--- config.mk ---
export PLATFORM = sky130hd
export DESIGN_NAME = turf_scanner
export DESIGN_NICKNAME = d
export VERILOG_FILES = /design/src/rtl/turf_pkg.sv /design/src/rtl/turf_argmax4.sv /design/src/rtl/turf_scanner.sv
export SDC_FILE = /design/constraint.sdc
export NUM_CORES = 1
export LEC_CHECK = 0
export BUFFER_PORTS_ARGS = -buffer_cell sky130_fd_sc_hd__buf_2
export CAP_MARGIN = 20
export CORE_UTILIZATION = 52
export CTS_CLUSTER_SIZE = 16
export DETAILED_ROUTE_END_ITERATION = 8
export PLACE_DENSITY_LB_ADDON = 0.08
export SLEW_MARGIN = 30
export SYNTH_ARGS = -nofsm -noshare
export SYNTH_HDL_FRONTEND = slang
export SYNTH_SLANG_ARGS = --single-unit
--- constraint.sdc ---
create_clock -name CLOCK_50 -period 5.18 [get_ports CLOCK_50]
set_clock_uncertainty 0.2 [all_clocks]
set_input_delay 0.777 -clock CLOCK_50 [delete_from_list [all_inputs] [get_ports CLOCK_50]]
set_output_delay 0.777 -clock CLOCK_50 [all_outputs]
set_load 0.005 [all_outputs]
--- src/rtl/turf_pkg.sv ---
// Shared TurfWars constants: screen geometry, trail colour codes and the scanner FSM states.
package turf_pkg;

  localparam int SCREEN_W = 160;
  localparam int SCREEN_H = 120;
  localparam int ADDR_W   = 15;
  localparam int CNT_W    = 15;

  localparam logic [2:0] COL_P1    = 3'b001;
  localparam logic [2:0] COL_P2    = 3'b010;
  localparam logic [2:0] COL_P3    = 3'b100;
  localparam logic [2:0] COL_P4    = 3'b110;
  localparam logic [2:0] COL_BG    = 3'b000;
  localparam logic [2:0] COL_TIMER = 3'b111;

  typedef enum logic [2:0] {
    ST_IDLE   = 3'd0,
    ST_SCAN   = 3'd1,
    ST_DRAIN  = 3'd2,
    ST_DECIDE = 3'd3,
    ST_DONE   = 3'd4
  } turf_state_t;

  // Maps a trail colour to {owned, player index}; unowned codes return 3'b000.
  function automatic logic [2:0] col_player(input logic [2:0] col);
    case (col)
      COL_P1:    col_player = 3'b100;
      COL_P2:    col_player = 3'b101;
      COL_P3:    col_player = 3'b110;
      COL_P4:    col_player = 3'b111;
      COL_BG:    col_player = 3'b000;
      COL_TIMER: col_player = 3'b000;
      default:   col_player = 3'b000;
    endcase
  endfunction

endpackage

--- src/rtl/turf_argmax4.sv ---
// Combinational argmax over four player counts; ties resolve to the lower index.
// Optional tie flag when TURF_SCANNER_TIE_EN is defined.
module turf_argmax4
  import turf_pkg::*;
(
  input  logic [CNT_W-1:0] c0,
  input  logic [CNT_W-1:0] c1,
  input  logic [CNT_W-1:0] c2,
  input  logic [CNT_W-1:0] c3,
`ifdef TURF_SCANNER_TIE_EN
  output logic             tie,
`endif
  output logic [1:0]       winner
);

  logic             gt1_s, gt2_s, gt3_s;
  logic [CNT_W-1:0] m01_s, m012_s, max_s;
  logic [1:0]       i01_s, i012_s;

  // Strict greater-than chain keeps the earlier player on equality.
  assign gt1_s  = (c1 > c0);
  assign m01_s  = gt1_s ? c1 : c0;
  assign i01_s  = gt1_s ? 2'd1 : 2'd0;
  assign gt2_s  = (c2 > m01_s);
  assign m012_s = gt2_s ? c2 : m01_s;
  assign i012_s = gt2_s ? 2'd2 : i01_s;
  assign gt3_s  = (c3 > m012_s);
  assign max_s  = gt3_s ? c3 : m012_s;
  assign winner = gt3_s ? 2'd3 : i012_s;

`ifdef TURF_SCANNER_TIE_EN
  logic [2:0] eq_cnt_s;

  assign eq_cnt_s = {2'b00, (c0 == max_s)} + {2'b00, (c1 == max_s)}
                  + {2'b00, (c2 == max_s)} + {2'b00, (c3 == max_s)};
  assign tie      = (max_s != {CNT_W{1'b0}}) && (eq_cnt_s > 3'd1);
`endif

endmodule

--- src/rtl/turf_scanner.sv ---
// End-of-round territory tally: sweeps the 160x120 trail RAM, counts pixels per player, names the winner.
// Optional `tie` output when TURF_SCANNER_TIE_EN is defined.
module turf_scanner
  import turf_pkg::*;
#(
  parameter int RD_LATENCY = 1
) (
  input  logic              CLOCK_50,
  input  logic              resetn,
  input  logic              start,
  output logic              rd_en,
  output logic [ADDR_W-1:0] rd_address,
  input  logic [2:0]        ram_q,
  output logic              busy,
  output logic              done,
  output logic [CNT_W-1:0]  p1_count,
  output logic [CNT_W-1:0]  p2_count,
  output logic [CNT_W-1:0]  p3_count,
  output logic [CNT_W-1:0]  p4_count,
`ifdef TURF_SCANNER_TIE_EN
  output logic              tie,
`endif
  output logic [1:0]        winner
);

  turf_state_t           state_r;
  logic [7:0]            x_r;
  logic [6:0]            y_r;
  logic [1:0]            drain_r;
  logic [RD_LATENCY-1:0] vld_r;
  logic                  scan_s;
  logic                  tag_s;
  logic                  hit_s;
  logic [1:0]            pidx_s;
  logic [1:0]            win_s;
`ifdef TURF_SCANNER_TIE_EN
  logic                  tie_s;
`endif

  assign rd_address      = {x_r, y_r};
  assign scan_s          = (state_r == ST_SCAN);
  assign tag_s           = vld_r[RD_LATENCY-1];
  assign {hit_s, pidx_s} = tag_s ? col_player(ram_q) : 3'b000;

  turf_argmax4 u_argmax (
    .c0     (p1_count),
    .c1     (p2_count),
    .c2     (p3_count),
    .c3     (p4_count),
`ifdef TURF_SCANNER_TIE_EN
    .tie    (tie_s),
`endif
    .winner (win_s)
  );

  // Valid-delay line: tags the ram_q that belongs to each issued address.
  if (RD_LATENCY == 1) begin : g_vld1
    always_ff @(posedge CLOCK_50 or negedge resetn) begin
      if (!resetn) begin
        vld_r <= 1'b0;
      end else begin
        vld_r <= scan_s;
      end
    end
  end else begin : g_vldn
    always_ff @(posedge CLOCK_50 or negedge resetn) begin
      if (!resetn) begin
        vld_r <= '0;
      end else begin
        vld_r <= {vld_r[RD_LATENCY-2:0], scan_s};
      end
    end
  end

  // Scan FSM with registered port outputs and the per-player tallies.
  always_ff @(posedge CLOCK_50 or negedge resetn) begin
    if (!resetn) begin
      state_r  <= ST_IDLE;
      x_r      <= 8'd0;
      y_r      <= 7'd0;
      drain_r  <= 2'd0;
      rd_en    <= 1'b0;
      busy     <= 1'b0;
      done     <= 1'b0;
      p1_count <= '0;
      p2_count <= '0;
      p3_count <= '0;
      p4_count <= '0;
      winner   <= 2'd0;
`ifdef TURF_SCANNER_TIE_EN
      tie      <= 1'b0;
`endif
    end else begin
      case (state_r)
        ST_IDLE: begin
          done <= 1'b0;
          if (start) begin
            state_r  <= ST_SCAN;
            x_r      <= 8'd0;
            y_r      <= 7'd0;
            rd_en    <= 1'b1;
            busy     <= 1'b1;
            p1_count <= '0;
            p2_count <= '0;
            p3_count <= '0;
            p4_count <= '0;
          end
        end
        ST_SCAN: begin
          if (y_r == 7'(SCREEN_H - 1)) begin
            y_r <= 7'd0;
            if (x_r == 8'(SCREEN_W - 1)) begin
              x_r     <= 8'd0;
              drain_r <= 2'd0;
              state_r <= ST_DRAIN;
            end else begin
              x_r <= x_r + 8'd1;
            end
          end else begin
            y_r <= y_r + 7'd1;
          end
        end
        ST_DRAIN: begin
          if (drain_r == 2'(RD_LATENCY - 1)) begin
            rd_en   <= 1'b0;
            state_r <= ST_DECIDE;
          end else begin
            drain_r <= drain_r + 2'd1;
          end
        end
        ST_DECIDE: begin
          winner  <= win_s;
`ifdef TURF_SCANNER_TIE_EN
          tie     <= tie_s;
`endif
          busy    <= 1'b0;
          done    <= 1'b1;
          state_r <= ST_DONE;
        end
        ST_DONE: begin
          done    <= 1'b0;
          state_r <= ST_IDLE;
        end
        default: begin
          rd_en   <= 1'b0;
          busy    <= 1'b0;
          done    <= 1'b0;
          x_r     <= 8'd0;
          y_r     <= 7'd0;
          state_r <= ST_IDLE;
        end
      endcase

      // Tagged samples only arrive during SCAN/DRAIN, never alongside the IDLE clear.
      if (hit_s) begin
        case (pidx_s)
          2'd0:    p1_count <= p1_count + 15'd1;
          2'd1:    p2_count <= p2_count + 15'd1;
          2'd2:    p3_count <= p3_count + 15'd1;
          2'd3:    p4_count <= p4_count + 15'd1;
          default: p1_count <= p1_count;
        endcase
      end
    end
  end

endmodule

==> results.md <==
- Status: finished with violations
- Nets: 820
- Port bufs: 85
- Max Clk Rate: 0.192 GHz
- Hold Vio Cnt, Final: 0
- Final critical-path share of the clock period: 1.00
- Vias: 5,451
- Static leakage: 3.41 nW
- Critical Path RT: 5240 ps
- Layout Cells excl Fill: 903
- Final Core Density: 0.683
- EDFF count, synth: 0
- Synthesized cell area: 5680 um2
- Remaining DRCs: 0
- Initial antenna violation count: 0
- Peak supply drop: 0.263 mV
- Clk pin slew, worst setup/hold paths: 90 ps
- Clock Path Buffers: 2
- Clock Power Share: 0.199
- Slew at the pin with the worst max-slew slack: 875 ps
- CP Max Fanout: 8
- Main flop type after synthesis: dfrtp_1
- GR Overflow Total: 0
- Ant diodes: 0
- Critical path class: reg -> reg
- Tmin final: 5200 ps
- Clock sink count: 86
- Post-synthesis async set-or-reset flop share: 1.00
- Worst EP arrival: 5260 ps
- Hold WC Path Type: in -> async
- Initial core utilization: 0.543
- Total Wirelength: 15,700 um
- Pwr Density: 380 nW/um2
- Final Slew Violations: 0
- Row cnt: 37
- 1st-pass router iterations: 5
- Max cap viols: 0
- H-tree depth: 3
- Die area: 11,400 um2
- Share of cells above drive strength 1: 0.274
- Post-Syn Nets: 690
- Routability cong.: 0.899
- Switching part of the total: 0.354
- DP HPWL: 11,600 um
- Final setup fails: 1
- CTS Buf Count: 9
- Failing checks: negative setup slack
- Switching power: 0.000961 W
- Comb pwr share: 0.516
- Core area: 10,500 um2
- Gate count after technology mapping: 632
- Pin count of the biggest net entering global routing: 54
- Vert. Die Dim: 107 um
- Type of origin of the critical path: register
- Critical R2R Launch: p2_count[10]
- Vias in the first global route: 5,161
- Setup ws final: -24.1 ps
- Yosys cell types: 53
- Avg Cell Area, Syn: 8.99 um2
- CP endpoint kind: register
- First-pass GRT wire length: 25,500 um
- TritonCTS clock tree: yes
- Layout area overhead: 25.8%
- RSZ-0062 raised after global routing: true
- Seq pwr share: 0.285
- Io pins: 86
- Clk_lat worst skew: 370 ps
- Iter 0 DRT Violations: 298
- Cell internal pwr: 0.00176 W
- Yosys warning total: 0
- Root Driver: clkbuf_8
- Crit Reg-Reg Endpoint: winner[0]
- Die width: 107 um
- Inst Count DP: 875
- Vias/cell: 6.04
- Wire per inst: 17.4 um
- Worst-case reg-to-reg path depth: 22
- ANT nets after route: 0
- Slew margin rel.: 0.414
- Sequential element share of the synthesized area: 0.379
- R2R setup slack: -20 ps
- Synth Register Bits: 86
- Gr usage total: 0.288
[metal layers]
| layer | global-route usage | routed length (um) |
|---|---|---|
| met2 | 0.467 | 7650 |
| met5 | 0 | 0 |
| met3 | 0.0466 | 914 |
| met1 | 0.377 | 6700 |
| met4 | 0.133 | 481 |
[registers in the layout, indices dropped and copies added (netlist names)]
name / count
p1_count: 15
p2_count: 15
p3_count: 15
p4_count: 15
x_r: 8
y_r: 7
state_r: 3
drain_r: 2
winner: 2
busy: 1
done: 1
rd_en: 1
tag_s: 1
[final cells by class]
class	instances	area, um2
multi-input cells	490	3610
well taps	136	170
repair buffers	135	843
inverters	40	150
fillers	829	3310
clock buffers	9	124
clock inverters	7	96.3
flip-flops and latches	86	2150
[cell families (layout without fill, tap and decap cells)]
family | after synthesis | count (layout) | synth area share
simple gates | 231 | 231 | 0.205
compound gates | 158 | 158 | 0.170
flops | 86 | 86 | 0.379
buf+inv | 56 | 191 | 0.0416
fa+ha+maj | 52 | 52 | 0.114
mux | 46 | 46 | 0.0854
xor+xnor | 3 | 3 | 0.00462
[power by group through the flow]
stage	Combinational (W)	Clock, W	Sequential (W)
global placement	0.000967	0	0.000780
floorplan	0.000750	0	0.000788
finish	0.00140	0.000541	0.000774
CTS	0.00130	0.000544	0.000770
detailed placement	0.000990	0	0.000782
global route	0.00150	0.000569	0.000781
[Yosys cell counts (all sizes together) (9+ instances only)]
cell type,count,area [um2]
dfrtp,86,2150
o21ai,72,360
nand2,67,254
ha,52,651
nand3,40,200
inv,39,146
nor2,37,139
mux2i,29,290
a21oi,28,140
nand4,26,163
mux2,17,195
and3,16,100
o31ai,12,95.1
clkbuf,10,38.8
nand2b,10,65.1
nor3,9,50.1
o211ai,9,67.6
[worst max path at each step]
| stage | startpoint | end | slack, ps | depth (start not counted) |
|---|---|---|---|---|
| final | p2_count[10] | winner[0] | -20 | 22 |
| after global placement | p2_count[14] | winner[0] | 160 | 22 |
| after global routing | p1_count[10] | winner[0] | -160 | 24 |
| after detailed placement | p2_count[13] | winner[0] | -20 | 21 |
| after CTS | p1_count[9] | winner[0] | 5 | 23 |
| after floorplan | p1_count[13] | winner[0] | -3 | 24 |
[critical path, stage by stage, from the launching register on]
cell and delay (ps):
dfrtp_1 430, ha_4 300, nand2_4 60, nor4_4 380, o31ai_4 140, a22oi_4 230
buf_12 200, mux2i_4 290, ha_4 240, a41oi_2 200, a21oi_2 80, a211oi_2 200
a22o_1 210, buf_12 140, buf_8 120, mux2_2 350, ha_1 280, inv_1 40
or3b_4 390, nor3_2 160, nor2_1 80, o21a_1 110, a311o_1 270
[stage by stage]
step	power, W	instance area (um2)	setup TNS, ps	hold WS [ps]	setup WS [ps]
global route	0.00285	7150	-196	184	-162
CTS	0.00262	7050	0	155	5.42
finish	0.00272	7150	-24.1	147	-24.1
floorplan	0.00154	5770	-2.56	266	-2.56
global placement	0.00175	6580	0	284	161
detailed placement	0.00177	6580	-22.4	299	-22.4
[cells in the final DEF, fill, tap and decap left out, drive strengths merged, types with 26 or more instances in the layout]
cell   netlist  final
o21ai       72     72
inv         39     41
a21oi       28     28
dfrtp       86     86
ha          52     52
nand2       67     67
nor2        37     37
nand4       26     26
nand3       40     40
buf          6    135
mux2i       29     29
[timing repair]
item / 4_1_cts / 5_1_grt
buffers inserted: 8 / 4
endpoints found under the setup margin: 1 / 2
pin swaps: 8 / 17
resized for setup: 30 / 14
gates cloned: 1 / 0
hold endpoints to repair: 0 / 0
hold buffers: 0 / 0
Power figures use the tool's default switching activity.
